`src/rtl/spi_master_if.sv`:
```
// Signal bundle between the SPI master, its control block and the SPI pins.
// The master modport is the engine side; the slave modport is the requester/pin side.
interface spi_master_if;
  logic [7:0] comp;
  logic       cpol;
  logic       cpha;
  logic [1:0] tr_en;
  logic       msb_lsb;
  logic [7:0] tx_data;
  logic [7:0] rx_data;
  logic       tx_req;
  logic       tx_req_ack;
  logic       sck;
  logic       cs;
  logic       sdo;
  logic       sdi;

  modport master (
    input  comp, cpol, cpha, tr_en, msb_lsb, tx_data, tx_req, sdi,
    output rx_data, tx_req_ack, sck, cs, sdo
  );

  modport slave (
    output comp, cpol, cpha, tr_en, msb_lsb, tx_data, tx_req, sdi,
    input  rx_data, tx_req_ack, sck, cs, sdo
  );
endinterface

```
`src/rtl/spi_master.sv`:
```
// Single-frame (8-bit) SPI master: all four CPOL/CPHA modes, MSB/LSB-first,
// programmable SCK half-period of comp+1 clocks, level request / pulse acknowledge.
module spi_master (
  input  logic         clk,
  input  logic         resetn,
  spi_master_if.master bus
);
  typedef enum logic [2:0] {IDLE, LOAD, SHIFT, HOLD, DONE} state_t;

  state_t     state_q, state_d;
  logic [7:0] comp_q, comp_d;
  logic       cpha_q, cpha_d;
  logic       msb_lsb_q, msb_lsb_d;
  logic [1:0] tr_en_q, tr_en_d;
  logic [7:0] tx_sh_q, tx_sh_d;
  logic [7:0] rx_sh_q, rx_sh_d;
  logic [7:0] rx_data_q, rx_data_d;
  logic [7:0] cnt_q, cnt_d;
  logic [4:0] edge_q, edge_d;
  logic       sck_q, sck_d;
  logic       cs_q, cs_d;
  logic       sdo_q, sdo_d;
  logic       ack_q, ack_d;

  logic [4:0] edge_nxt;
  logic       leading;
  logic       drive_edge;
  logic       sample_edge;

  function automatic logic first_bit(input logic [7:0] sh, input logic msb);
    return msb ? sh[7] : sh[0];
  endfunction

  function automatic logic [7:0] tx_shift(input logic [7:0] sh, input logic msb);
    return msb ? {sh[6:0], 1'b0} : {1'b0, sh[7:1]};
  endfunction

  function automatic logic [7:0] rx_shift(input logic [7:0] sh, input logic msb, input logic b);
    return msb ? {sh[6:0], b} : {b, sh[7:1]};
  endfunction

  always_comb begin
    edge_nxt    = edge_q + 5'd1;
    leading     = edge_nxt[0];
    // cpha=0 already put bit 0 out in LOAD, so only trailing edges 2..14 move data
    drive_edge  = cpha_q ? leading : (!leading && (edge_nxt <= 5'd14));
    sample_edge = cpha_q ? !leading : leading;

    state_d   = state_q;
    comp_d    = comp_q;
    cpha_d    = cpha_q;
    msb_lsb_d = msb_lsb_q;
    tr_en_d   = tr_en_q;
    tx_sh_d   = tx_sh_q;
    rx_sh_d   = rx_sh_q;
    rx_data_d = rx_data_q;
    cnt_d     = cnt_q;
    edge_d    = edge_q;
    sck_d     = sck_q;
    cs_d      = cs_q;
    sdo_d     = sdo_q;
    ack_d     = 1'b0;

    case (state_q)
      IDLE: begin
        cs_d  = 1'b1;
        sdo_d = 1'b0;
        sck_d = bus.cpol;
        if (bus.tx_req) begin
          comp_d    = bus.comp;
          cpha_d    = bus.cpha;
          msb_lsb_d = bus.msb_lsb;
          tr_en_d   = bus.tr_en;
          tx_sh_d   = bus.tx_data;
          state_d   = (bus.tr_en == 2'b00) ? DONE : LOAD;
        end
      end
      LOAD: begin
        cs_d    = 1'b0;
        cnt_d   = 8'd0;
        edge_d  = 5'd0;
        if (!cpha_q) begin
          sdo_d   = first_bit(tx_sh_q, msb_lsb_q) & tr_en_q[0];
          tx_sh_d = tx_shift(tx_sh_q, msb_lsb_q);
        end
        state_d = SHIFT;
      end
      SHIFT: begin
        if (cnt_q == comp_q) begin
          cnt_d  = 8'd0;
          sck_d  = ~sck_q;
          edge_d = edge_nxt;
          if (drive_edge) begin
            sdo_d   = first_bit(tx_sh_q, msb_lsb_q) & tr_en_q[0];
            tx_sh_d = tx_shift(tx_sh_q, msb_lsb_q);
          end
          if (sample_edge) rx_sh_d = rx_shift(rx_sh_q, msb_lsb_q, bus.sdi);
          if (edge_nxt == 5'd16) state_d = HOLD;
        end else begin
          cnt_d = cnt_q + 8'd1;
        end
      end
      HOLD: begin
        if (cnt_q == comp_q) begin
          cs_d    = 1'b1;
          sdo_d   = 1'b0;
          ack_d   = 1'b1;
          if (tr_en_q[1]) rx_data_d = rx_sh_q;
          state_d = DONE;
        end else begin
          cnt_d = cnt_q + 8'd1;
        end
      end
      DONE: begin
        // A real frame raised ack on entry; an empty (tr_en=00) request acks one cycle later
        ack_d   = (tr_en_q == 2'b00);
        state_d = IDLE;
      end
      default: state_d = IDLE;
    endcase
  end

  always_ff @(posedge clk) begin
    comp_q    <= comp_d;
    cpha_q    <= cpha_d;
    msb_lsb_q <= msb_lsb_d;
    tr_en_q   <= tr_en_d;
    tx_sh_q   <= tx_sh_d;
    rx_sh_q   <= rx_sh_d;
    if (resetn) begin
      state_q   <= IDLE;
      rx_data_q <= 8'd0;
      cnt_q     <= 8'd0;
      edge_q    <= 5'd0;
      sck_q     <= 1'b0;
      cs_q      <= 1'b1;
      sdo_q     <= 1'b0;
      ack_q     <= 1'b0;
    end else begin
      state_q   <= state_d;
      rx_data_q <= rx_data_d;
      cnt_q     <= cnt_d;
      edge_q    <= edge_d;
      sck_q     <= sck_d;
      cs_q      <= cs_d;
      sdo_q     <= sdo_d;
      ack_q     <= ack_d;
    end
  end

  assign bus.sck        = sck_q;
  assign bus.cs         = cs_q;
  assign bus.sdo        = sdo_q;
  assign bus.tx_req_ack = ack_q;
  assign bus.rx_data    = rx_data_q;
endmodule

```
`src/flat_wrapper.sv`:
```
// flat-port wrapper written by rule: the top's interface ports become plain ports
module spi_master_flat 
  (clk, resetn, bus_comp, bus_cpol, bus_cpha, bus_tr_en, bus_msb_lsb, bus_tx_data, bus_tx_req, bus_sdi, bus_rx_data, bus_tx_req_ack, bus_sck, bus_cs, bus_sdo);
  spi_master_if bus_i ();
  input  logic clk;
  input  logic resetn;
  input wire logic [$bits(bus_i.comp)-1:0] bus_comp;
  input wire logic [$bits(bus_i.cpol)-1:0] bus_cpol;
  input wire logic [$bits(bus_i.cpha)-1:0] bus_cpha;
  input wire logic [$bits(bus_i.tr_en)-1:0] bus_tr_en;
  input wire logic [$bits(bus_i.msb_lsb)-1:0] bus_msb_lsb;
  input wire logic [$bits(bus_i.tx_data)-1:0] bus_tx_data;
  input wire logic [$bits(bus_i.tx_req)-1:0] bus_tx_req;
  input wire logic [$bits(bus_i.sdi)-1:0] bus_sdi;
  output wire logic [$bits(bus_i.rx_data)-1:0] bus_rx_data;
  output wire logic [$bits(bus_i.tx_req_ack)-1:0] bus_tx_req_ack;
  output wire logic [$bits(bus_i.sck)-1:0] bus_sck;
  output wire logic [$bits(bus_i.cs)-1:0] bus_cs;
  output wire logic [$bits(bus_i.sdo)-1:0] bus_sdo;
  assign bus_i.comp = bus_comp;
  assign bus_i.cpol = bus_cpol;
  assign bus_i.cpha = bus_cpha;
  assign bus_i.tr_en = bus_tr_en;
  assign bus_i.msb_lsb = bus_msb_lsb;
  assign bus_i.tx_data = bus_tx_data;
  assign bus_i.tx_req = bus_tx_req;
  assign bus_i.sdi = bus_sdi;
  assign bus_rx_data = bus_i.rx_data;
  assign bus_tx_req_ack = bus_i.tx_req_ack;
  assign bus_sck = bus_i.sck;
  assign bus_cs = bus_i.cs;
  assign bus_sdo = bus_i.sdo;
  spi_master u_core (.clk(clk), .resetn(resetn), .bus(bus_i));
endmodule
```
`config.mk`:
```
export PLATFORM = sky130hd
export DESIGN_NAME = spi_master_flat
export DESIGN_NICKNAME = d
export VERILOG_FILES = /design/src/rtl/spi_master_if.sv /design/src/rtl/spi_master.sv /design/src/flat_wrapper.sv
export SDC_FILE = /design/constraint.sdc
export NUM_CORES = 1
export LEC_CHECK = 0
export ABC_AREA = 1
export BUFFER_PORTS_ARGS = -buffer_cell sky130_fd_sc_hd__buf_2
export CAP_MARGIN = 5
export CORE_UTILIZATION = 50
export DETAILED_ROUTE_END_ITERATION = 8
export GPL_ROUTABILITY_DRIVEN = 0
export PLACE_DENSITY = 0.73
export SYNTH_ARGS = -nofsm -noshare
export SYNTH_HDL_FRONTEND = slang
export SYNTH_SLANG_ARGS = --single-unit
```
`constraint.sdc`:
```
create_clock -name clk -period 1.92 [get_ports clk]
set_clock_uncertainty 0.05 [all_clocks]
set_input_delay 0.288 -clock clk [delete_from_list [all_inputs] [get_ports clk]]
set_output_delay 0.288 -clock clk [all_outputs]
set_load 0.02 [all_outputs]
```
==> results.md <==
* Antenna-violating nets left at 0
* Multi-input combinational cell area at between 0.001 and 0.0015 mm^2
* Die Span Y at 76.8 um
* Pin slew with the least headroom to its limit at about 440 ps
* Pre-antenna DRT Iters at 4
* Grt ovf at 0
* Total global-route track usage at 20.7%
* Ys Warns at 0
* DR DRC count at 0
* Final HPWL DP at about 4200 um
* Synth area leader: edfxtp_1
* Total CTS buffers at 5
* Pre-CTS WS at -8.05 ps
* Type of the worst setup path: register to register
* Root Driver: clkbuf_8
* Tightest Hold Check Type: primary input to register
* Hold Path Stages at 1
* CTS Sinks at 56
* Finished Layout Cells at 466
* Critical Path RT at ~1900 ps
* Top-level I/O count at 37
* Final setup vio count at 0
* Iter 0 DRT Violations at roughly 140
* Crit-path max FO at 8
* Synth Register Bits at 56
* Layout cell share with drive strength beyond 1 at 21.0%
* Fill cell count at between 400 and 500
* Part of the cycle the worst path needs at just over 90%
* RR Startpoint: u_core.edge_q[0]
* Syn Std Cell Area at roughly 0.0028 mm^2
* Antenna cells at 0
* Cells after Synth at between 300 and 400
* Area occupied by registers at between 0.001 and 0.0015 mm^2
* Max clock buf depth at 2
* Main flop type after synthesis: edfxtp_1
* Final Hold Viols at 0
* TritonCTS clock tree: done
* Max frequency at ~560 MHz
* Post-synthesis sequential area ratio at between 50 and 60%
* Post-Syn Nets at 374
* Ranking of synthesized cells by area: edfxtp_1 30%, dfxtp_1 20%, nand2_1 14%
* Final worst slack at ~150 ps
* Critical Path Sink Type: register
* Core footprint at ~0.0052 mm^2
* Cells after DPL at between 400 and 500
* Status: finished clean
* Synth unique cells at 29
* Initial core utilization at between 50 and 60%
* Vias in the first global route at 2156
* Most common cell in the synthesized netlist: nand2_1
* Max-cap violations at 0
* Fin. max-slew vios at 0
* Routed len/inst at about 12 um
* Initial antenna violation count at 0
* Worst hold start: bus_comp[1]
* PortBufs at 36
* Die Width at roughly 77 um
* Detailed Route WL at approximately 5800 um
* Reg clk slew, reported paths at 100 ps
* Post-Syn Area per Cell at just over 8 um^2
* Worst hold margin at approximately 95 ps
* Final net count at between 400 and 500
* Area growth, synth to finish at 15.8%
* Die ar. at about 0.006 mm^2
* Post CTS Setup Buffer Count at 0
* Worst slew margin at between 70% and 80%
* Async S/R FF share, synth at 0%
* Largest net degree at the start of global routing at 20
* CP Launch Type: register
* Commonest cells post-synth: 101 x nand2_1, 37 x inv_1, 32 x nor2_1
* Worst Setup SP: u_core.edge_q[0]
* Worst EP arrival at 1730 ps
* EDFF count, synth at 28
* Total Negative Setup Slacks at 0 ps
* DR vias/cell at between 5 and 6
* RSZ-0062 raised after global routing: false
* Site Rows at 26
* Pleak at roughly 1.4 nW
* Power Total at between 3 and 4 mW
* Clk Latency, worst-skew pair at 310 ps
* Crit path time final at roughly 1800 ps
* Vias at 2368
* First-pass GRT wire length at roughly 9700 um
* CTS Hold Bufs at 0
* Maximum vdd drop at ~0.0007 V
* Yosys top cell area share at between 30% and 40%
* PwrDens at 1220 mW/mm^2
* Htree depth at 2
* FF-to-FF path depth at 9
-- logic make-up (layout without fill, tap and decap cells) --
| logic type | count (synthesis) | in the layout | share of synthesized area, % |
|---|---|---|---|
| AOI/OAI and AO/OA | 45 | 45 | 9.09 |
| xor gates and xnor gates | 7 | 7 | 2.19 |
| adders and majority gates | 4 | 4 | 1.79 |
| buffers and inverters | 48 | 99 | 7.07 |
| DFF | 56 | 56 | 50.1 |
| and+or+nand+nor | 185 | 185 | 29.7 |
-- path summary, 6_finish.rpt --
check | end | slack, ps
worst max-delay path | u_core.tx_sh_q[5] | 150
worst min-delay path | u_core.comp_q[1] | 100
worst max register to register | u_core.tx_sh_q[5] | 150
worst min register to register | u_core.bus.rx_data[0] | 420
-- where the power goes --
group / internal (mW) / leakage (nW) / switching (mW) / total, mW
Sequential: 1.61 / 0.492 / 0.177 / 1.78
Clock: 0.260 / 0.0445 / 0.395 / 0.655
Combinational: 0.524 / 0.888 / 0.986 / 1.51
Total: 2.39 / 1.42 / 1.56 / 3.95
-- area by class of cell --
| class | instances | share of cell area (%) |
|---|---|---|
| clock buffer | 5 | 2.13 |
| inverter | 41 | 5.06 |
| timing repair buffer | 50 | 8.81 |
| tap | 70 | 2.71 |
| multi-input combinational | 241 | 37.3 |
| clock inverter | 3 | 0.657 |
| sequential | 56 | 43.4 |
-- worst max-delay path, cell delays in order (launching register included) --
cell     delay, ps
dfxtp_2        370
ha_2           200
nand3_1         80
nand2_1         70
nand2_1         80
nor2_1          90
nand2_1         50
nand2_1         70
nand4_1        130
nor2_4         270
-- state kept, by name, indices dropped and copies added, names as in the netlist, 2 cells and up --
name / cells
u_core.tx_sh_q: 8
u_core.tr_en_q: 2
u_core.rx_sh_q: 8
u_core.cnt_q: 8
u_core.edge_q: 5
u_core.comp_q: 8
u_core.bus.rx_data: 8
u_core.state_q: 3
-- layout by cell type, fill, tap and decap left out, types with 13 or more instances in the layout --
cell,n
nand3_1,29
buf_2,36
o21ai_0,13
nor2_1,31
dfxtp_1,26
edfxtp_1,28
nand2_1,101
inv_1,37
a21oi_1,20
buf_4,14
-- per-layer routing --
layer  wire (um)  GRT usage, %  share of wire, %  vias up
li1            -             -                 -     1231
met1        2670          27.3                46     1065
met3         327          3.93               5.7        4
met4          40          5.96              0.69        0
met2        2720          34.3                47       68
met5           0             0                 0        -
-- stage by stage --
stage               instance area, um^2  util (%)
global placement                   3140      59.9
global route                       3240      61.8
CTS                                3230      61.7
floorplan                          2800         -
detailed placement                 3140      59.9
finish                             3240      61.8
-- repair_timing --
| item | CTS | global route |
|---|---|---|
| pin swaps | 0 | 2 |
| gates resized for setup | 1 | 3 |
| endpoints found under the setup margin | 8 | 9 |
Note: power is estimated with default switching activity, not from simulation.
